**src/rtl/data_mem_pkg.sv**
```systemverilog
// Shared constants, FSM state type and image-slicing helper for the i281
// initialised data memory.
package data_mem_pkg;

  localparam int DEPTH  = 16;
  localparam int WIDTH  = 8;
  localparam int ADDR_W = $clog2(DEPTH);

  typedef enum logic {
    LOAD  = 1'b0,
    READY = 1'b1
  } state_t;

  // Word i of the flattened assembler image; b0I sits in the low byte.
  function automatic logic [WIDTH-1:0] image_word(
    input logic [DEPTH*WIDTH-1:0] img,
    input logic [ADDR_W-1:0]      idx
  );
    return img[idx*WIDTH +: WIDTH];
  endfunction

endpackage

```
**src/rtl/data_mem_init_if.sv**
```systemverilog
// CPU-side port of the data memory: address/write signals from the CPU,
// registered read data and load status back to it.
interface data_mem_init_if;
  import data_mem_pkg::*;

  // Handshake: the memory accepts a CPU access on any rising edge where
  // busy is 0; while busy is 1 writes are dropped and cpu_rdata reads 0.
  // load_done is a single-cycle pulse on the first cycle busy is 0.
  logic [ADDR_W-1:0] cpu_addr;
  logic              cpu_we;
  logic [WIDTH-1:0]  cpu_wdata;
  logic [WIDTH-1:0]  cpu_rdata;
  logic              busy;
  logic              load_done;

  modport master (
    output cpu_addr, cpu_we, cpu_wdata,
    input  cpu_rdata, busy, load_done
  );

  modport slave (
    input  cpu_addr, cpu_we, cpu_wdata,
    output cpu_rdata, busy, load_done
  );

endinterface

```
**src/rtl/data_mem_array.sv**
```systemverilog
// DEPTH x WIDTH register array with async clear, one write port and a
// registered read-before-write read port.
module data_mem_array
  import data_mem_pkg::*;
(
  input  logic              clk,
  input  logic              rst_n,
  input  logic              we,
  input  logic [ADDR_W-1:0] waddr,
  input  logic [WIDTH-1:0]  wdata,
  input  logic              re,
  input  logic [ADDR_W-1:0] raddr,
  output logic [WIDTH-1:0]  rdata
);

  logic [WIDTH-1:0] mem [DEPTH];

  // Read and write share the edge, so a same-address read sees the old word.
  always_ff @(posedge clk or negedge rst_n) begin
    if (!rst_n) begin
      for (int i = 0; i < DEPTH; i++) begin
        mem[i] <= '0;
      end
      rdata <= '0;
    end else begin
      if (we) begin
        mem[waddr] <= wdata;
      end
      rdata <= re ? mem[raddr] : '0;
    end
  end

endmodule

```
**src/rtl/data_mem_init.sv**
```systemverilog
// Data memory that copies the user-data image in after reset/reload, then
// serves the CPU. Holds the loader FSM, the copy pointer and the write mux.
module data_mem_init
  import data_mem_pkg::*;
(
  input  logic                   clk,
  input  logic                   rst_n,
  input  logic [DEPTH*WIDTH-1:0] init_data,
  input  logic                   reload,
  data_mem_init_if.slave         cpu,
  output state_t                 state_dbg
);

  state_t            state_q, state_d;
  logic [ADDR_W-1:0] ptr_q, ptr_d;
  logic              done_q, done_d;

  logic              mem_we;
  logic [ADDR_W-1:0] mem_waddr;
  logic [WIDTH-1:0]  mem_wdata;
  logic [WIDTH-1:0]  rd_q;

  always_ff @(posedge clk or negedge rst_n) begin
    if (!rst_n) begin
      state_q <= LOAD;
      ptr_q   <= '0;
      done_q  <= 1'b0;
    end else begin
      state_q <= state_d;
      ptr_q   <= ptr_d;
      done_q  <= done_d;
    end
  end

  always_comb begin
    state_d   = state_q;
    ptr_d     = ptr_q;
    done_d    = 1'b0;
    mem_we    = 1'b0;
    mem_waddr = ptr_q;
    mem_wdata = image_word(init_data, ptr_q);
    unique case (state_q)
      LOAD: begin
        if (reload) begin
          ptr_d = '0;
        end else begin
          mem_we = 1'b1;
          // ptr parks at the last address instead of wrapping.
          if (ptr_q == ADDR_W'(DEPTH - 1)) begin
            state_d = READY;
            done_d  = 1'b1;
          end else begin
            ptr_d = ptr_q + 1'b1;
          end
        end
      end
      READY: begin
        // A reload in the same cycle as a CPU write drops the write.
        if (reload) begin
          state_d = LOAD;
          ptr_d   = '0;
        end else begin
          mem_we    = cpu.cpu_we;
          mem_waddr = cpu.cpu_addr;
          mem_wdata = cpu.cpu_wdata;
        end
      end
      default: begin
        state_d = LOAD;
        ptr_d   = '0;
      end
    endcase
  end

  data_mem_array u_array (
    .clk   (clk),
    .rst_n (rst_n),
    .we    (mem_we),
    .waddr (mem_waddr),
    .wdata (mem_wdata),
    .re    (state_q == READY),
    .raddr (cpu.cpu_addr),
    .rdata (rd_q)
  );

  // Masking from state keeps stale read data hidden on the first LOAD cycle.
  assign cpu.cpu_rdata = (state_q == READY) ? rd_q : '0;
  assign cpu.busy      = (state_q == LOAD);
  assign cpu.load_done = done_q;
  assign state_dbg     = state_q;

endmodule

```
**src/flat_wrapper.sv**
```systemverilog
// flat-port wrapper written by rule: the top's interface ports become plain ports
module data_mem_init_flat import data_mem_pkg::*;
  (clk, rst_n, init_data, reload, state_dbg, cpu_cpu_addr, cpu_cpu_we, cpu_cpu_wdata, cpu_cpu_rdata, cpu_busy, cpu_load_done);
  data_mem_init_if cpu_i ();
  input  logic clk;
  input  logic rst_n;
  input  logic [DEPTH*WIDTH-1:0] init_data;
  input  logic reload;
  output state_t state_dbg;
  input wire logic [$bits(cpu_i.cpu_addr)-1:0] cpu_cpu_addr;
  input wire logic [$bits(cpu_i.cpu_we)-1:0] cpu_cpu_we;
  input wire logic [$bits(cpu_i.cpu_wdata)-1:0] cpu_cpu_wdata;
  output wire logic [$bits(cpu_i.cpu_rdata)-1:0] cpu_cpu_rdata;
  output wire logic [$bits(cpu_i.busy)-1:0] cpu_busy;
  output wire logic [$bits(cpu_i.load_done)-1:0] cpu_load_done;
  assign cpu_i.cpu_addr = cpu_cpu_addr;
  assign cpu_i.cpu_we = cpu_cpu_we;
  assign cpu_i.cpu_wdata = cpu_cpu_wdata;
  assign cpu_cpu_rdata = cpu_i.cpu_rdata;
  assign cpu_busy = cpu_i.busy;
  assign cpu_load_done = cpu_i.load_done;
  data_mem_init u_core (.clk(clk), .rst_n(rst_n), .init_data(init_data), .reload(reload), .cpu(cpu_i), .state_dbg(state_dbg));
endmodule
```
**config.mk**
```make
export PLATFORM = sky130hd
export DESIGN_NAME = data_mem_init_flat
export DESIGN_NICKNAME = d
export VERILOG_FILES = /design/src/rtl/data_mem_pkg.sv /design/src/rtl/data_mem_init_if.sv /design/src/rtl/data_mem_array.sv /design/src/rtl/data_mem_init.sv /design/src/flat_wrapper.sv
export SDC_FILE = /design/constraint.sdc
export NUM_CORES = 1
export LEC_CHECK = 0
export BUFFER_PORTS_ARGS = -buffer_cell sky130_fd_sc_hd__buf_2
export CORE_UTILIZATION = 50
export DETAILED_ROUTE_END_ITERATION = 7
export PLACE_DENSITY = 0.86
export SYNTH_ARGS = -nofsm -noshare
export SYNTH_HDL_FRONTEND = slang
export SYNTH_SLANG_ARGS = --single-unit
export TNS_END_PERCENT = 5
```
**constraint.sdc**
```tcl
create_clock -name clk -period 1.7 [get_ports clk]
set_input_delay 0.255 -clock clk [delete_from_list [all_inputs] [get_ports clk]]
set_output_delay 0.255 -clock clk [all_outputs]
set_load 0.01 [all_outputs]
```
# Word level (Yosys, flattened, before mapping)
# Cells that the tools add are included.
dict set report op_classes {
  n_mux 23
  div 0
  n_eq_ne 3
  addsub 1
  n_mul 0
  shifts 1
  bitwise 3
  reduce_logical 2
  order_cmp 3
}
# operator n
set op_table {}
lappend op_table {{$bwmux 128} 1}
lappend op_table {{$shiftx 128x8->8} 1}
lappend op_table {{$mux 8} 7}
lappend op_table {{$bmux 8 s4} 1}
lappend op_table {{$demux 8 s4} 1}
lappend op_table {{$mux 4} 5}
lappend op_table {{$ge 5x5->1 const B} 2}
lappend op_table {{$not 4->5} 2}
lappend op_table {{$pmux 4 s2} 1}
lappend op_table {{$lt 5x1->1 const B} 1}
lappend op_table {{$mux 1} 5}
lappend op_table {{$add 4x1->4 const B} 1}
lappend op_table {{$eq 4x4->1 const B} 1}
lappend op_table {{$pmux 1 s2} 2}
lappend op_table {{$ne 3x3->1 const B} 1}
lappend op_table {{$ne 2x2->1 const B} 1}
lappend op_table {{$reduce_and 2->1} 1}
lappend op_table {{$logic_and 1x1->1} 1}
lappend op_table {{$not 1->1} 1}
dict set report totals {
  rom_bits 0
  ff_bits 142
  latch_bits 0
  ramBits 0
  elab_cells 56
  out_inout_bits 11
  in_bits 144
  memories 0
}

# Logic depth before layout (Yosys ltp)
# Gate-level depths: netlist (run 1).
dict set report depth {
  word_depth 8
  ltp_mapped 8
  ltp_nobuf 6
}

# By module
# Synthesis (run 1) repeated with hierarchy kept, for this count alone.
dict set report unflattened {
  cells_unflattened 578
  hier_area_um2 7776.2
}
# module area_each_um2 seq_area_each_um2 cells_per_inst instances
set by_module_without_submodules {}
lappend by_module_without_submodules {data_mem_array 6273.5 3403.3 430 1}
lappend by_module_without_submodules {data_mem_init 1502.7 150.1 148 1}

# Worst setup path before layout (run 1)
# No wires, ideal clock.
dict set report synth_timing {
  path_kind {register -> register}
  startpoint {register u_core.state_q (netlist: u_core.state_dbg)}
  endpoint {register u_core.u_array.mem[113] in the netlist's numbering}
  path_buffers 2
  setup_ps 128
  stages_incl_launch_ff 8
  required_ps 1572
  arrival_ps 1832
  period_less_slack_ps 1959
  setup_slack_ps -259
  path_cell_list {dfrtp_1 buf_2 and2b_1 or3_1 o31ai_2 and2_1 buf_2 mux2_1}
}
dict set report synth_between {
  elab_chain_len 7
  elab_cells_between_ends 11
  classes_between {order compare (2); mux (6); bitwise (2); reduce/logical (1)}
}
# element line
set synth_lines {}
lappend synth_lines {{from (decl)} data_mem_init.sv:14} ;# state_t state_q, state_d;
lappend synth_lines {{from (signal assigned)} data_mem_init.sv:29} ;# state_q <= state_d;
lappend synth_lines {{$mux 4} data_mem_init.sv:42} ;# unique case (state_q)
lappend synth_lines {{$not 4->5 (implied by the code)} data_mem_array.sv:27} ;# mem[waddr] <= wdata;
lappend synth_lines {{$ge 5x5->1 (implied by the code) / $lt 5x1->1 (equally long branches)} data_mem_array.sv:27}
lappend synth_lines {{$logic_and 1x1->1 (implied by the code)} data_mem_array.sv:27}
lappend synth_lines {{$mux 8 (implied by the code)} data_mem_array.sv:27}
lappend synth_lines {{$demux 8 s4} data_mem_array.sv:27}
lappend synth_lines {{$bwmux 128} data_mem_array.sv:27}
lappend synth_lines {{to (signal, indexed assignment)} data_mem_array.sv:27}
lappend synth_lines {{to (decl)} data_mem_array.sv:16} ;# logic [WIDTH-1:0] mem [DEPTH];
# Several ways; a longest one is shown, not always the timed one.
# A chain may end at the register's enable or synchronous reset.

# Worst setup path after layout (run 1)
dict set report layout_timing {
  startpoint {register u_core.state_q (netlist: u_core.state_dbg)}
  endpoint {register u_core.u_array.mem[117] in the netlist's numbering}
}
# Same word-level chain as after synthesis.

==> metrics.txt, run 1 <==
met2 usage in global routing=52.16%; TritonCTS clock tree=done; number of flops mapped to enable cells by yosys=0; DR iter-0 viols=509; largest net degree at the start of global routing=56; CP max FO=7; LEAKAGE=4.935 nW; Syn Inst Count=550; DP Cell Count=937; met3 Resource Use GR=6.287%; post-route non-filler standard cell count=977; crit path capture type=register; Worst Skew=7.420 ps; RSZ-0062 raised after global routing=yes; die area=15,930 um^2; Root Buffer=clkbuf_16; FF-to-FF End=u_core.u_array.mem[117]; GR peak layer=met2; I/O pins=155; setup ws final=-285.9 ps; GRT Util Overall=30.93%; max frequency=503.5 MHz; TNS Setup=-27,080 ps; worst hold margin=336.4 ps; number of fill cells in the layout=922; Die X=126.2 um; Final min period=1986 ps; most used flip-flop cell after synthesis=dfrtp_1; Final Hold Vio Count=0; pin slew with the least headroom to its limit=475.3 ps; I/O Buffers=154; post-place setup slack=-437.4 ps; r2r setup slk=-290 ps; mapped cell area=7712 um^2; syn avg cell area=14.02 um^2; max-cap viol count=0; vias in the first global route=6,515; fin. max-slew vios=0; crit-path cells=and2b_2 -> or3_4 -> o31ai_4 -> and2_4 -> buf_6 -> mux2_4; Critical Path RT=1990 ps; vias per cell=6.285; failing checks=setup timing; Slew Limit Headroom=68.17%; P per Cell Area=1035 nW/um^2; Max VDD drop=0.0006801 V; CP Class=reg2reg; clock tree buffer depth=2; via count=6,140; Int Power=0.007836 W; Worst-path clk slew=60 ps; status=finished with violations; Synthesis Warnings=0; DRT antenna net count=0; Area Growth Syn to Fin=35.03%; Sw Ratio=27.31%; clk sinks=142; Tcrit/Tclk final=116.8%; Diodes inserted=0; worst reg2reg path startpoint=u_core.state_dbg; fraction of registers with async set/reset=100.0%; Gate power share=23.8%; P_sw=0.002943 W; Hold Crit Class=in2async; Clock Power Share=35.1%; startpoint types=register; CORE AREA=15,150 um^2; H-tree depth=4; WL per Instance=25.08 um; setup violators final=139; Rows=45; synthesis-stage register bit count=142; Initial Util=50.92%; Netlist cell types=40; met1 Use GR=38.71%; Pre-antenna DRT Iters=7; WL final=24,500 um; CP Data Arrival Time=2280 ps; Worst path max stage delay=490 ps; first-pass GRT wire length=36,600 um; sequential fraction of the synthesis area=46.07%; DP Wirelength=16,530 um; layout cell share with drive strength beyond 1=63.75%; GRT overflow=0; clk_lat worst skew=410 ps; Post-Syn Nets=695; slowest CP cell=dfrtp_2; Die Ht=126.2 um; initial antenna violation count=0; GPL Wtd Cong=0.9404; Seq pwr share=41.1%; residual DRC count=0; Worst Reg-to-Reg Cells=6; Num CTS Buffers=17; final net count=921
cell usage in the layout (no fill, tap or decap), drive strengths merged, types with 7 or more instances in the layout:
master / synthesis / final
a21oi: 14 / 14
a22oi: 28 / 28
and2: 21 / 21
buf: 24 / 237
clkbuf: 7 / 19
dfrtp: 142 / 142
mux2: 128 / 128
mux2i: 61 / 61
mux4: 44 / 44
nand2: 24 / 24
nor2: 17 / 17
o21ai: 7 / 7
through the flow:
step,area [um^2],utilization [%],power [W]
3_3_place_gp,9319,61.53,0.006488
2_1_floorplan,7739,-,0.005737
5_1_grt,10410,68.76,0.01111
3_5_place_dp,9319,61.53,0.006683
6_report,10410,68.76,0.01078
4_1_cts,10230,67.54,0.01063
kinds of logic after synthesis:
kind of cell,share of synthesized area (%)
fa+ha+maj,0.1622
compound gates,5.175
buf+inv,2.693
flops,46.07
simple gates,6.230
xor+xnor,0.1136
mux,39.55
worst max-delay path by stage:
| stage | from | to | depth (start not counted) |
|---|---|---|---|
| 6_report | u_core.state_dbg | u_core.u_array.mem[117] | 6 |
| 5_1_grt | u_core.state_dbg | u_core.u_array.mem[117] | 6 |
| 4_1_cts | u_core.state_dbg | u_core.u_array.mem[114] | 6 |
| 3_5_place_dp | u_core.ptr_q[0] | u_core.u_array.mem[25] | 5 |
| 3_3_place_gp | u_core.ptr_q[1] | u_core.u_array.mem[37] | 7 |
| 2_1_floorplan | u_core.state_dbg | u_core.u_array.mem[113] | 7 |
worst max-delay path, delay by kind of cell (launching register included):
kind,cells,cell delay (ps)
mux,1,310
compound gates,1,90
simple gates,3,820
flops,1,490
buf+inv,1,140
power groups by stage:
stage                     Combinational, W  Clock (W)  Sequential, W
after floorplan                    0.00148          0        0.00426
after global placement             0.00216          0        0.00433
after detailed placement           0.00226          0        0.00442
after CTS                          0.00244    0.00379        0.00440
after global routing               0.00270    0.00396        0.00446
final                              0.00257    0.00378        0.00443
synthesized netlist by cell type, drive strengths merged, types with 7 or more instances:
library cell	count	share of area [%]
a21oi	14	1.1
mux2	128	19
clkbuf	7	0.34
buf	24	2.3
dfrtp	142	46
mux2i	61	7.9
nand2	24	1.3
and2	21	1.7
o21ai	7	0.50
a22oi	28	2.7
nor2	17	0.89
mux4	44	13
state kept, by name (all words and copies together) (netlist names):
name                  flops
u_core.u_array.mem      128
u_core.u_array.rdata      8
u_core.ptr_q              4
u_core.cpu.load_done      1
u_core.state_dbg          1
timing repair:
| item | in CTS | in global routing |
|---|---|---|
| setup endpoints to repair | 138 | 141 |
| endpoints found under the hold margin | 39 | 0 |
| gates resized for setup | 76 | 33 |
| hold buffers | 1 | 0 |
| pin swaps | 12 | 10 |
| setup buffers | 3 | 4 |
cell type report:
class | instances | area (um^2) | share of cell area, %
Clock buffer | 19 | 432.9 | 4.157
Multi-Input combinational cell | 376 | 4314 | 41.43
Tap cell | 188 | 235.2 | 2.259
Clock inverter | 13 | 163.9 | 1.574
Sequential cell | 142 | 3558 | 34.17
Timing Repair Buffer | 238 | 1705 | 16.38
Inverter | 1 | 3.754 | 0.03604
routing by layer:
metal | wire length [um] | vias to the layer above
met3 | 1448 | 87
met2 | 12640 | 320
met1 | 9512 | 3181
li1 | - | 2552
met5 | 0 | -
met4 | 901 | 0
No activity file was read; power rests on OpenSTA's default activity.
==> run 2: changes to the inputs <==
--- a/config.mk
+++ b/config.mk
@@ -6,9 +6,9 @@
 export NUM_CORES = 1
 export LEC_CHECK = 0
 export BUFFER_PORTS_ARGS = -buffer_cell sky130_fd_sc_hd__buf_2
-export CORE_UTILIZATION = 50
+export CORE_UTILIZATION = 60
 export DETAILED_ROUTE_END_ITERATION = 7
-export PLACE_DENSITY = 0.86
+export PLACE_DENSITY = 0.95
 export SYNTH_ARGS = -nofsm -noshare
 export SYNTH_HDL_FRONTEND = slang
 export SYNTH_SLANG_ARGS = --single-unit
==> constraint.sdc (replaced) <==
create_clock -name clk -period 2.49 [get_ports clk]
set_input_delay 0.3735 -clock clk [delete_from_list [all_inputs] [get_ports clk]]
set_output_delay 0.3735 -clock clk [all_outputs]
set_load 0.01 [all_outputs]
==> run 2 against run 1 <==
  * Largest cell class unchanged
  * Sequential share of layout area up 4.1 points
  * The flow still finishes with violations (setup timing)
  * Maximum frequency down 24%
  * Utilization up 5.3 points
  * Combinational power down 43%
  * Final cell count down 8.4%
  * Critical path type unchanged
  * Die area down 16%
==> metrics.txt, run 2 (synthesis results as in run 1) <==
status=finished with violations; failing checks=setup timing; P per Cell Area=753.8 nW/um^2 (-27%); crit path capture type=register; Final Hold Vio Count=0 (unchanged); clk sinks=142 (unchanged); Worst Hold Depth=2; largest net degree at the start of global routing=83 (+48%); Diodes inserted=0 (unchanged); vias in the first global route=6,460 (-0.84%); Clock Power Share=35.9% (+0.8 points); H-tree depth=4 (unchanged); most frequent cells in the layout=buf_2, dfrtp_1, mux2_2, mux2i_1, mux4_2; Max VDD drop=0.0005667 V (-17%); Tcrit/Tclk final=105.6% (-11 points); max frequency=380.3 MHz (-24%); clock tree buffer depth=2 (unchanged); die area=13,310 um^2 (-16%); Die X=115.4 um (-8.6%); largest registers=u_core.u_array.mem (128), u_core.u_array.rdata (8), u_core.ptr_q (4); Final Util=74.01% (+5.3 points); CP Data Arrival Time=2920 ps (+640 ps); crit path launch=u_core.state_dbg; LEAKAGE=4.394 nW (-11%); TritonCTS clock tree=done; Initial Util=61.36% (+10 points); Area Growth Syn to Fin=20.60%; DR iter-0 viols=701 (+38%); CP max FO=9 (+2); GPL Wtd Cong=1.039 (+11%); CORE AREA=12,570 um^2 (-17%); clk_lat worst skew=420 ps (about the same); vias per cell=6.727 (+7.0%); pin slew with the least headroom to its limit=692.7 ps (+217.4 ps); post-place setup slack=123.5 ps (+560.8 ps); residual DRC count=0 (unchanged); Gate power share=20.8% (-3.0 points); layout cell share with drive strength beyond 1=52.42% (-11 points); GRT overflow=0 (unchanged); Sw Ratio=28.82% (+1.5 points); FF-to-FF End=u_core.u_array.mem[106]; number of fill cells in the layout=703 (-24%); first-pass GRT wire length=35,670 um (-2.5%); WL per Instance=26.20 um (+4.5%); startpoint types=register; P_sw=0.002021 W (-31%); Seq pwr share=43.3% (+2.2 points); Slew Limit Headroom=53.65% (-15 points); WL final=23,450 um (-4.3%); Final min period=2629 ps (+643.5 ps); Num CTS Buffers=17 (unchanged); I/O Buffers=154 (unchanged); Worst Reg-to-Reg Cells=4 (-2); Rows=41 (-8.9%); Die Ht=115.4 um (-8.6%); DP Wirelength=15,890 um (-3.9%); commonest non-fill, non-tap cell in the layout=buf_2; GRT Util Overall=37.15% (+6.2 points); fin. max-slew vios=0 (unchanged); worst hold endpoint=u_core.ptr_q[1]; Root Buffer=clkbuf_16; CP Class=reg2reg; Worst Skew=11.23 ps (+3.809 ps); DRT antenna net count=0 (unchanged); Worst-path clk slew=70 ps (about the same); Post-CTS Repair Setup Buffers=0 (-3); via count=6,021 (-1.9%); final net count=855 (-7.2%); overall power=0.007011 W (-35%); Largest Register=u_core.u_array.mem; Largest register FFs=128 (unchanged); Critical Path RT=2780 ps (+790 ps); worst reg2reg path startpoint=u_core.state_dbg; initial antenna violation count=0 (unchanged); setup ws final=-139.4 ps (+146.5 ps); Hold Crit Class=in2reg; HP Start=reload; Int Power=0.004991 W (-36%); I/O pins=155 (unchanged); setup violators final=9 (-94%); Pre-antenna DRT Iters=5 (-2); max-cap viol count=0 (unchanged); r2r setup slk=-140 ps (+150 ps)
run 2: changes by cell type in the layout (fill, tap and decap cells not counted), moves of 12 or more:
cell,previous run,this run
buf_4,46,13
buf_6,19,0
mux2_4,15,0
buf_12,17,5
mux2_1,5,17
run 2: final cells by class:
| type | instances | area, um^2 | area share (%) |
|---|---|---|---|
| clock buffers | 18 | 439.2 | 4.722 |
| clock inverters | 14 | 146.4 | 1.574 |
| inverters | 1 | 3.754 | 0.04036 |
| multi-input cells | 376 | 3966 | 42.64 |
| flip-flops and latches | 142 | 3557 | 38.24 |
| well taps | 172 | 215.2 | 2.314 |
| repair buffers | 172 | 973.4 | 10.47 |
run 2: worst max-delay path, stage by stage (launching register included):
cell and delay, ps:
dfrtp_1 590, nand2b_1 340, o31ai_2 570, nand2_1 540, mux2_2 450
run 2: worst max path at each step:
stage / slack [ps] / cells past startpoint / to
final: -140 / 4 / u_core.u_array.mem[106]
after global routing: -70 / 4 / u_core.u_array.mem[106]
after CTS: 30 / 5 / u_core.u_array.mem[114]
after detailed placement: 120 / 6 / u_core.u_array.mem[28]
after global placement: 220 / 6 / u_core.u_array.mem[118]
after floorplan: 530 / 7 / u_core.u_array.mem[113]
run 2: timing repair:
action / in CTS / in global routing
hold buffers: 1 / 0
gates resized for setup: 0 / 4
setup endpoints to repair: 0 / 24
endpoints found under the hold margin: 35 / 0
run 2: stage by stage:
| stage | instance area, um^2 | hold WS, ps | instances | TNS (ps) |
|---|---|---|---|---|
| final | 9301 | 315.8 | 895 | -890.2 |
| after global routing | 9301 | 316.2 | 895 | -405.0 |
| after CTS | 9286 | 284.2 | 895 | 0 |
| after floorplan | 7712 | 77.91 | 550 | 0 |
| after detailed placement | 8691 | 369.8 | 862 | 0 |
| after global placement | 8691 | 352.8 | 862 | 0 |
run 2: routing by layer:
metal	track usage (%)	vias to the layer above	part of all wire [%]
li1	-	2413	-
met1	43.89	2978	35
met2	60.48	481	49
met3	11.86	149	10
met4	20.52	0	5.4
met5	0	-	0
run 2: power by group through the flow:
stage	clock network, W	logic, W	registers, W
2_1_floorplan	0	0.00100	0.00291
3_5_place_dp	0	0.00139	0.00304
5_1_grt	0.00263	0.00153	0.00306
6_report	0.00251	0.00146	0.00304
4_1_cts	0.00252	0.00143	0.00302
3_3_place_gp	0	0.00128	0.00296
==> run 3: changes to the inputs <==
--- a/config.mk
+++ b/config.mk
@@ -6,9 +6,10 @@
 export NUM_CORES = 1
 export LEC_CHECK = 0
 export BUFFER_PORTS_ARGS = -buffer_cell sky130_fd_sc_hd__buf_2
-export CORE_UTILIZATION = 60
+export CORE_UTILIZATION = 27
+export CTS_BUF_LIST = sky130_fd_sc_hd__clkbuf_4 sky130_fd_sc_hd__clkbuf_8 sky130_fd_sc_hd__clkbuf_16
 export DETAILED_ROUTE_END_ITERATION = 7
-export PLACE_DENSITY = 0.95
+export PLACE_DENSITY = 0.54
 export SYNTH_ARGS = -nofsm -noshare
 export SYNTH_HDL_FRONTEND = slang
 export SYNTH_SLANG_ARGS = --single-unit
==> run 3 against run 2 <==
  * The run now ends clean
  * Hold slack better by 20 ps
  * Critical path type unchanged
  * Final cell count is 25% higher
  * Total power is 1.7% lower
  * Highest routed layer unchanged
  * Non-clock buffer count is 22 higher
  * Sequential cell count stayed put
  * Sequential share of layout area is 1.6 points lower
  * Via count is 11% lower
  * Die area is 120% higher
  * Global-route usage is 21 points lower
==> metrics.txt, run 3 (synthesis results as in run 1) <==
Critical path destination=u_core.u_array.mem[119]; Num CTS Buffers=17 (unchanged); DP Cell Count=1,090 (+26%); GRT overflow=0 (unchanged); family with the most delay on the worst path=multiplexers; FF-to-FF End=u_core.u_array.mem[119]; crit-path cells=mux2i_1 -> nor2b_1 -> and2b_1 -> and2_1 -> buf_4 -> mux2_1; Die X=171.0 um (+48%); DP Wirelength=16,250 um (+2.3%); CP Class=reg2reg; RSZ-0062 raised after global routing=no; Max VDD drop=0.0005148 V (-9.2%); clk_lat worst skew=430 ps (about the same); CP max FO=12 (+3); largest registers=u_core.u_array.mem (128), u_core.u_array.rdata (8), u_core.ptr_q (4); max-cap viol count=0 (unchanged); max frequency=444.7 MHz (+17%); pin slew with the least headroom to its limit=666.3 ps (-26.40 ps); Final Hold Vio Count=0 (unchanged); most frequent cells in the layout=buf_2, dfrtp_1, mux2_2, mux2i_1, mux4_2; clock tree buffer depth=2 (unchanged); critical path depth=6 (+2); Largest Register=u_core.u_array.mem; setup violators final=0 (-9); WL final=21,920 um (-6.5%); TritonCTS clock tree=done; Worst Skew=15.14 ps (+3.912 ps); CORE AREA=27,930 um^2 (+120%); r2r setup slk=240 ps (+380 ps); crit path capture type=register; Worst Reg-to-Reg Cells=6 (+2); H-tree depth=4 (unchanged); crit path launch=u_core.state_dbg; die area=29,240 um^2 (+120%); largest net degree at the start of global routing=71 (-14%); I/O pins=155 (unchanged); Final min period=2249 ps (-380.7 ps); first-pass GRT wire length=34,180 um (-4.2%); Post-CTS Repair Setup Buffers=0 (unchanged); final net count=877 (+2.6%); clk sinks=142 (unchanged); Pre-antenna DRT Iters=4 (-1); post-route non-filler standard cell count=1,123 (+25%); CP Data Arrival Time=2560 ps (-360 ps); GRT Util Overall=15.95% (-21 points); startpoint types=register; Tcrit/Tclk final=90.31% (-15 points); slowest CP cell=dfrtp_1; WL per Instance=19.52 um (-25%); Largest register FFs=128 (unchanged); Area Growth Syn to Fin=25.97%; P per Cell Area=709.4 nW/um^2 (-5.9%); LEAKAGE=4.489 nW (+2.2%); via count=5,357 (-11%); Initial Util=27.61% (-34 points); initial antenna violation count=0 (unchanged); layout cell share with drive strength beyond 1=53.42% (+1.0 points); vias in the first global route=5,846 (-9.5%); vias per cell=4.770 (-29%); Diodes inserted=0 (unchanged); GPL Wtd Cong=0.7911 (-24%); worst reg2reg path startpoint=u_core.state_dbg; Slew Limit Headroom=55.28% (+1.6 points); fin. max-slew vios=0 (unchanged); DR iter-0 viols=233 (-67%); Root Buffer=clkbuf_16; TNS Setup=0 ps (+890.2 ps); I/O Buffers=154 (unchanged); Die Ht=171.0 um (+48%); status=complete, no violations; worst hold margin=336.2 ps (+20.39 ps); Worst-path clk slew=60 ps (about the same); residual DRC count=0 (unchanged); Hold Crit Class=in2reg; overall power=0.006893 W (-1.7%); CP bufs+invs=1 (+1); DRT antenna net count=0 (unchanged); Worst path max stage delay=570 ps (-20 ps); Critical Path RT=2800 ps (+20 ps); number of fill cells in the layout=2,765 (+290%); Rows=61 (+49%); commonest non-fill, non-tap cell in the layout=buf_2
run 3: cell types whose count changed in the layout (fill, tap and decap cells not counted), sizes merged:
| cell | previous run | this run |
|---|---|---|
| bufinv | 1 | 2 |
| clkbuf | 18 | 17 |
| buf | 171 | 193 |
| inv | 9 | 5 |
| clkinvlp | 2 | 5 |
| clkinv | 3 | 4 |
run 3: stage by stage:
step / setup slack [ps] / utilization (%) / cell area (um^2)
after detailed placement: 265.0 / 32.64 / 9117
after CTS: 246.5 / 34.78 / 9716
after global routing: 52.70 / 34.78 / 9716
final: 241.3 / 34.78 / 9716
after global placement: 260.4 / 32.64 / 9117
after floorplan: 530.6 / - / 7712
run 3: worst min-delay path by stage:
stage                                      end  slack [ps]  startpoint  depth (start not counted)
after CTS                      u_core.ptr_q[1]         330      reload                          3
after global placement    u_core.cpu.load_done         450       rst_n                          1
after floorplan           u_core.cpu.load_done          80       rst_n                          0
after detailed placement      u_core.state_dbg         440       rst_n                          1
final                          u_core.ptr_q[1]         340      reload                          3
after global routing           u_core.ptr_q[1]         350      reload                          3
run 3: cell type report:
class                   count  area, um^2  share of cell area [%]
clock buffers              17       425.4                   4.379
clock inverters            15       162.7                   1.674
repair buffers            194        1142                   11.76
inverters                   1       3.754                 0.03863
flip-flops and latches    142        3557                   36.61
multi-input cells         376        3951                   40.67
well taps                 378       473.0                   4.868
run 3: per-layer routing:
layer,part of all wire (%),up-vias,GRT usage [%]
li1,-,2461,-
met4,1.4,0,4.891
met5,0,-,0
met3,3.0,21,2.915
met2,52,85,27.66
met1,44,2790,20.03
run 3: power breakdown:
part	switching, W	internal (W)
Combinational	0.000570	0.000830
Sequential	0.000224	0.00275
Clock	0.00104	0.00149
Total	0.00183	0.00506
run 3: what timing repair did:
action | CTS | global route
endpoints found under the setup margin | 0 | 0
hold buffers | 1 | 0
hold endpoints to repair | 25 | 0
resized for setup | 0 | 0
run 3: worst register-to-register path, cell delays in order (launching register included):
cell	delay (ps)
dfrtp_1	570
mux2i_1	350
nor2b_1	240
and2b_1	230
and2_1	190
buf_4	210
mux2_1	350
